[src/rtl/bcd_display_pkg.sv]
// Shared types, segment constants and glyph table
// for the multiplexed 7-segment scanner.
package bcd_display_pkg;

  typedef logic [3:0] bcd_t;

  localparam logic [6:0] SEG_BLANK = 7'h7F;
  localparam logic [6:0] SEG_DASH  = 7'h3F;

  // {g,f,e,d,c,b,a}, active-low; A..F show a dash
  localparam logic [6:0] GLYPH [16] = '{
    7'h40, 7'h79, 7'h24, 7'h30,
    7'h19, 7'h12, 7'h02, 7'h78,
    7'h00, 7'h10, SEG_DASH, SEG_DASH,
    SEG_DASH, SEG_DASH, SEG_DASH, SEG_DASH
  };

endpackage

[src/rtl/bcd_display_scanner_if.sv]
// Display-side bundle: capture inputs from the
// counter chain and the multiplexed pin outputs.
interface bcd_display_scanner_if #(
  parameter int N_DIGITS = 4
);

  logic                    load;
  logic [4*N_DIGITS-1:0]   digits;
  logic [N_DIGITS-1:0]     dp_in;
  logic                    blank;
  logic [N_DIGITS-1:0]     an;
  logic [6:0]              seg;
  logic                    dp;
  logic                    frame_done;

  modport master (
    output load, digits, dp_in, blank,
    input  an, seg, dp, frame_done
  );

  modport slave (
    input  load, digits, dp_in, blank,
    output an, seg, dp, frame_done
  );

endinterface

[src/rtl/bcd_to_7seg.sv]
// Combinational BCD to active-low 7-segment
// decoder; codes above 9 give a dash.
module bcd_to_7seg
  import bcd_display_pkg::*;
(
  input  bcd_t       bcd,
  output logic [6:0] seg
);

  assign seg = GLYPH[bcd];

endmodule

[src/rtl/bcd_display_scanner.sv]
// Captures packed BCD digits on a load edge and
// scans them onto one 7-segment bus.
module bcd_display_scanner
  import bcd_display_pkg::*;
#(
  parameter int N_DIGITS    = 4,
  parameter int REFRESH_DIV = 100000,
  parameter bit BLANK_LZ    = 1'b1
) (
  input logic                  clk,
  input logic                  rst,
  bcd_display_scanner_if.slave bus
);

  localparam int CW = $clog2(REFRESH_DIV);
  localparam int IW =
    (N_DIGITS > 1) ? $clog2(N_DIGITS) : 1;
  localparam logic [CW-1:0] CNT_MAX =
    CW'(REFRESH_DIV - 1);
  localparam logic [IW-1:0] IDX_MAX =
    IW'(N_DIGITS - 1);

  logic                     load_q;
  logic [N_DIGITS-1:0][3:0] sh_dig;
  logic [N_DIGITS-1:0]      sh_dp;
  logic [CW-1:0]            cnt;
  logic [IW-1:0]            idx;

  logic                     cap;
  logic                     slot_end;
  logic                     last_idx;
  logic                     lit;
  logic                     zero_run;
  logic [N_DIGITS-1:0]      lz_blank;
  logic [N_DIGITS-1:0]      an_sel;
  bcd_t                     cur_bcd;
  logic [6:0]               cur_seg;

  assign cap      = bus.load & ~load_q;
  assign slot_end = (cnt == CNT_MAX);
  assign last_idx = (idx == IDX_MAX);
  assign cur_bcd  = sh_dig[idx];
  assign an_sel   = ~(N_DIGITS'(1) << idx);
  assign lit      = (cnt != '0) & ~lz_blank[idx];

  // A digit is a leading zero when it and all
  // higher digits are zero; digit 0 always shows.
  always_comb begin
    lz_blank = '0;
    zero_run = 1'b1;
    for (int i = N_DIGITS - 1; i > 0; i--) begin
      zero_run    = zero_run & (sh_dig[i] == 4'd0);
      lz_blank[i] = BLANK_LZ & zero_run;
    end
  end

  bcd_to_7seg u_dec (
    .bcd (cur_bcd),
    .seg (cur_seg)
  );

  always_ff @(posedge clk or posedge rst) begin
    if (rst) begin
      load_q         <= 1'b0;
      sh_dig         <= '0;
      sh_dp          <= '0;
      cnt            <= '0;
      idx            <= '0;
      bus.an         <= '1;
      bus.seg        <= SEG_BLANK;
      bus.dp         <= 1'b1;
      bus.frame_done <= 1'b0;
    end else begin
      load_q <= bus.load;
      if (cap) begin
        sh_dig <= bus.digits;
        sh_dp  <= bus.dp_in;
      end
      cnt <= slot_end ? '0 : cnt + CW'(1);
      if (slot_end)
        idx <= last_idx ? '0 : idx + IW'(1);
      bus.frame_done <= slot_end & last_idx;
      if (lit) begin
        bus.an  <= bus.blank ? '1 : an_sel;
        bus.seg <= cur_seg;
        bus.dp  <= ~sh_dp[idx];
      end else begin
        bus.an  <= '1;
        bus.seg <= SEG_BLANK;
        bus.dp  <= 1'b1;
      end
    end
  end

endmodule

[src/flat_wrapper.sv]
// flat-port wrapper written by rule: the top's interface ports become plain ports
module bcd_display_scanner_flat import bcd_display_pkg::*;
#(
  parameter int N_DIGITS    = 4,
  parameter int REFRESH_DIV = 100000,
  parameter bit BLANK_LZ    = 1'b1
)
  (clk, rst, bus_load, bus_digits, bus_dp_in, bus_blank, bus_an, bus_seg, bus_dp, bus_frame_done);
  bcd_display_scanner_if #(.N_DIGITS(N_DIGITS)) bus_i ();
  input logic clk;
  input logic rst;
  input wire logic [$bits(bus_i.load)-1:0] bus_load;
  input wire logic [$bits(bus_i.digits)-1:0] bus_digits;
  input wire logic [$bits(bus_i.dp_in)-1:0] bus_dp_in;
  input wire logic [$bits(bus_i.blank)-1:0] bus_blank;
  output wire logic [$bits(bus_i.an)-1:0] bus_an;
  output wire logic [$bits(bus_i.seg)-1:0] bus_seg;
  output wire logic [$bits(bus_i.dp)-1:0] bus_dp;
  output wire logic [$bits(bus_i.frame_done)-1:0] bus_frame_done;
  assign bus_i.load = bus_load;
  assign bus_i.digits = bus_digits;
  assign bus_i.dp_in = bus_dp_in;
  assign bus_i.blank = bus_blank;
  assign bus_an = bus_i.an;
  assign bus_seg = bus_i.seg;
  assign bus_dp = bus_i.dp;
  assign bus_frame_done = bus_i.frame_done;
  bcd_display_scanner #(.N_DIGITS(N_DIGITS), .REFRESH_DIV(REFRESH_DIV), .BLANK_LZ(BLANK_LZ)) u_core (.clk(clk), .rst(rst), .bus(bus_i));
endmodule
[config.mk]
export PLATFORM = sky130hd
export DESIGN_NAME = bcd_display_scanner_flat
export DESIGN_NICKNAME = d
export VERILOG_FILES = /design/src/rtl/bcd_display_pkg.sv /design/src/rtl/bcd_display_scanner_if.sv /design/src/rtl/bcd_to_7seg.sv /design/src/rtl/bcd_display_scanner.sv /design/src/flat_wrapper.sv
export SDC_FILE = /design/constraint.sdc
export NUM_CORES = 1
export LEC_CHECK = 0
export BUFFER_PORTS_ARGS = -buffer_cell sky130_fd_sc_hd__buf_2
export CAP_MARGIN = 0
export CORE_MARGIN = 2
export CORE_UTILIZATION = 56
export DETAILED_ROUTE_END_ITERATION = 16
export GPL_TIMING_DRIVEN = 1
export PLACE_DENSITY = 0.81
export SETUP_SLACK_MARGIN = 0.02
export SKIP_LAST_GASP = 1
export SYNTH_ARGS = -nofsm -noshare
export SYNTH_HDL_FRONTEND = slang
export SYNTH_SLANG_ARGS = --single-unit
[constraint.sdc]
create_clock -name clk -period 2.69 [get_ports clk]
set_clock_uncertainty 0.05 [all_clocks]
set_input_delay 0.4035 -clock clk [delete_from_list [all_inputs] [get_ports clk]]
set_output_delay 0.4035 -clock clk [all_outputs]
set_load 0.05 [all_outputs]
==> results <==
- Summing the sequential cell areas from Yosys gives 52.4% of the chip area.
- At the worst endpoint, the arrival time is 2.25 ns.
- The sum of net half-perimeters after detailed placement is 3.25 mm.
- The pin slew with the least headroom to its limit is 0.914 ns.
- The standard-cell row count is 24.
- The number of nets in the synthesized netlist is 239.
- In this run the deepest clock path goes through 2 buffers.
- The worst path uses 77.5% of the clock period.
- The total wirelength of the detailed-routed design is 4.43 mm.
- The floorplan step set the die width to 71.6 µm.
- Before antenna repair, the detailed router went through 4 iterations.
- The area of the core region is 4380 µm².
- Measured along the y axis, the die boundary spans 71.6 µm.
- The total of endpoints with negative setup slack in the final report is 0.
- The total standard cell area after synthesis is 2560 µm².
- The clock sink count is 53.
- The count of non-filler cells in the finished layout is 296.
- For this run, the number of Yosys warnings is 0.
- The critical path in this run is classified as reg -> reg.
- After technology mapping, the gate count stands at 204.
- The highest cell delay on the worst timing path is 0.65 ns.
- The clock tree from TritonCTS is done.
- The via count is 1688.
- In this run the worst path has a maximum fanout of 13.
- During I/O placement, the number of pins put on the boundary was 37.
- The tightest hold path in the finished design has a slack of 0.146 ns.
- The worst-path cell with the longest stage delay is sky130_fd_sc_hd__dfrtp_1.
- The worst-case IR drop observed on VDD is 542 µV.
- The leftover overflow at the end of global routing is 0.
- The commonest register cell after synthesis is sky130_fd_sc_hd__dfrtp_1.
- In the layout the commonest cells are sky130_fd_sc_hd__dfrtp_1 (41), sky130_fd_sc_hd__buf_2 (36), sky130_fd_sc_hd__mux2_2 (22).
- Measured against its own limit, the worst slew margin works out to 39.0%.
- The capturing element type of the critical path is a flop.
- The number of distinct library cells after synthesis is 41.
- After detailed routing, the number of vias per cell comes to 5.70.
- The minimum clock period after layout is 2.09 ns.
- In the final design database the tool counted 278 nets.
- The remaining antenna violation count after routing is 0.
- Counting tap cells, the placed design contains a total of 288 instances.
- The maximum achievable frequency is 479 MHz.
- Summing internal, switching and leakage power gives 0.00172 W.
- The number of antenna violations at the first check in global routing is 0.
- The tool flagged a number of max-cap violations equal to 0.
- The area growth from synthesis to layout is 12.4%.
- The die covers 5130 µm².
- The synthesized flop and latch total is 53.
- The first-iteration detailed-routing DRC count is 147.
- For this configuration, the core starts out at a cell density of 58.4%.
- The flow ran to the end, and the final reports show no timing, DRC or antenna violations.
- The number of hold buffers added after cts is 0.
- The most frequent standard cell in the layout excluding fill and tap cells is sky130_fd_sc_hd__dfrtp_1.
- The critical path goes through mux4_2 -> inv_1 -> ha_1 -> nor3_1 -> a2111oi_2 -> o211ai_1.
- Entering global routing, the biggest net connects 45 pins.
- The analysis attributes to cell leakage a power of 1.30 nW.
- The number of H-tree levels is 2.
- The count of antenna diodes in the layout is 0.
- The power density of the placed cells is 598 nW/µm².
- In this run, synthesis inferred 0 flip-flops with an integrated enable.
- STA puts the critical path data required time at 2.86 ns.
- Summed over all failing endpoints, the final setup total negative slack is 0 ns.
- The type of the tightest min-delay check is in -> reg.
- The number of buffers inserted by port buffering is 36.
- Dividing the synthesized area by the synthesized cell count gives 12.5 µm².
- The final number of max-transition violations is 0.
- The average wire length per cell after detail routing is 15.0 µm.
- The tree is rooted in a sky130_fd_sc_hd__clkbuf_8.
- The clock latency reported for the late side of the worst-skew pair is 0.31 ns.
- The routability congestion estimate from global placement is 0.889.
- The number of hold-slack violations in the final timing report is 0.
- Cells with a size suffix above 1 make up 38.1% of the layout.
- The clock-pin slew reported for the worst setup and hold paths after clock tree synthesis is 0.10 ns.
- The startpoint type of the worst setup path is a flop.
- Gates resized during post-CTS repair numbered 0.
- The number of global-route vias before repair is 1629.
- Of all flip-flops after synthesis, the portion carrying an async set or reset was 100%.
- Global routing used 19.2% of the available tracks.
- Post-CTS timing repair inserted 0 buffers for setup.
- The DRC violation count after routing is 0.
- Setup repair after global routing left no endpoint under its margin.
- The total CTS buffers is 5.
- The first global-routing pass estimated 7.60 mm of wire.
final timing paths:
path,from,end,slack [ns],cells after the start
max,u_core.idx[1]$_DFFE_PP0N_,u_core.bus.seg[4]$_DFF_PP1_,0.60,6
min,bus_load,u_core.load_q$_DFF_PP0_,0.15,1
max reg2reg,u_core.idx[1]$_DFFE_PP0N_,u_core.bus.seg[4]$_DFF_PP1_,0.60,6
min reg2reg,u_core.cnt[12]$_DFF_PP0_,u_core.cnt[12]$_DFF_PP0_,0.44,1
max in group asynchronous,rst,u_core.bus.an[3]$_DFF_PP1_,1.60,3
min in group asynchronous,rst,u_core.sh_dp[1]$_DFFE_PP0P_,0.23,2
through the flow:
stage | util (%) | cell area, µm² | setup WS, ns
after floorplan | - | 2560 | 0.667
after global placement | 63.5 | 2780 | 0.710
after detailed placement | 63.5 | 2780 | 0.621
after CTS | 65.6 | 2880 | 0.602
after global routing | 65.6 | 2880 | 0.472
final | 65.6 | 2880 | 0.604
worst max-delay path: cells and delay by family (launching register included):
kind                       cells  cell delay [ns]
DFF                            1             0.65
muxes                          1             0.45
AOI/OAI and AO/OA              2             0.43
adders and majority gates      1             0.21
buffers and inverters          1             0.13
and+or+nand+nor                1             0.07
area by class of cell:
type                            instances  area (µm²)
Tap cell                               52        65.1
Clock inverter                          3        25.0
Fill cell                             330        1510
Multi-Input combinational cell        133        1120
Inverter                                9        33.8
Sequential cell                        53        1340
Clock buffer                            5        68.8
Timing Repair Buffer                   41         218
power breakdown:
group,switching (W),internal (W)
sequential,0.0000418,0.000888
combinational,0.000205,0.000121
clock,0.000276,0.000188
registers in the layout (all words and copies together), names as in the netlist:
register and count:
u_core.idx 2, u_core.sh_dig 16, u_core.sh_dp 4, u_core.cnt 17
u_core.bus.an 4, u_core.bus.frame_done 1, u_core.bus.seg 7, u_core.bus.dp 1
u_core.load_q 1
layer usage:
layer,GRT usage (%),vias up,share of wire [%]
li1,-,806,-
met1,26.3,820,47
met2,29.4,52,46
met3,5.06,10,5.3
met4,7.97,0,2.2
met5,0,-,0
synth_stat cells, types with 3 or more instances:
library cell	instances	area [µm²]
sky130_fd_sc_hd__ha_1	11	138
sky130_fd_sc_hd__nand3_1	7	35.0
sky130_fd_sc_hd__nand4b_1	5	43.8
sky130_fd_sc_hd__and4_1	4	35.0
sky130_fd_sc_hd__dfstp_2	12	315
sky130_fd_sc_hd__inv_1	9	33.8
sky130_fd_sc_hd__nor4_1	3	18.8
sky130_fd_sc_hd__nor3_1	4	20.0
sky130_fd_sc_hd__a21oi_1	5	25.0
sky130_fd_sc_hd__mux2_2	22	248
sky130_fd_sc_hd__xor2_1	8	70.1
sky130_fd_sc_hd__dfrtp_1	41	1030
sky130_fd_sc_hd__nor2_1	14	52.6
sky130_fd_sc_hd__xnor2_1	5	43.8
sky130_fd_sc_hd__mux4_2	5	113
sky130_fd_sc_hd__nand4_1	8	50.1
sky130_fd_sc_hd__nand2_1	9	33.8
cell families after synthesis:
kind of cell | synth area share (%)
AOI/OAI and AO/OA | 3.96
xor gates and xnor gates | 4.45
adders and majority gates | 5.38
buffers and inverters | 3.62
DFF | 52.4
muxes | 14.9
and+or+nand+nor | 15.3
No activity file was read; power rests on OpenSTA's default activity.
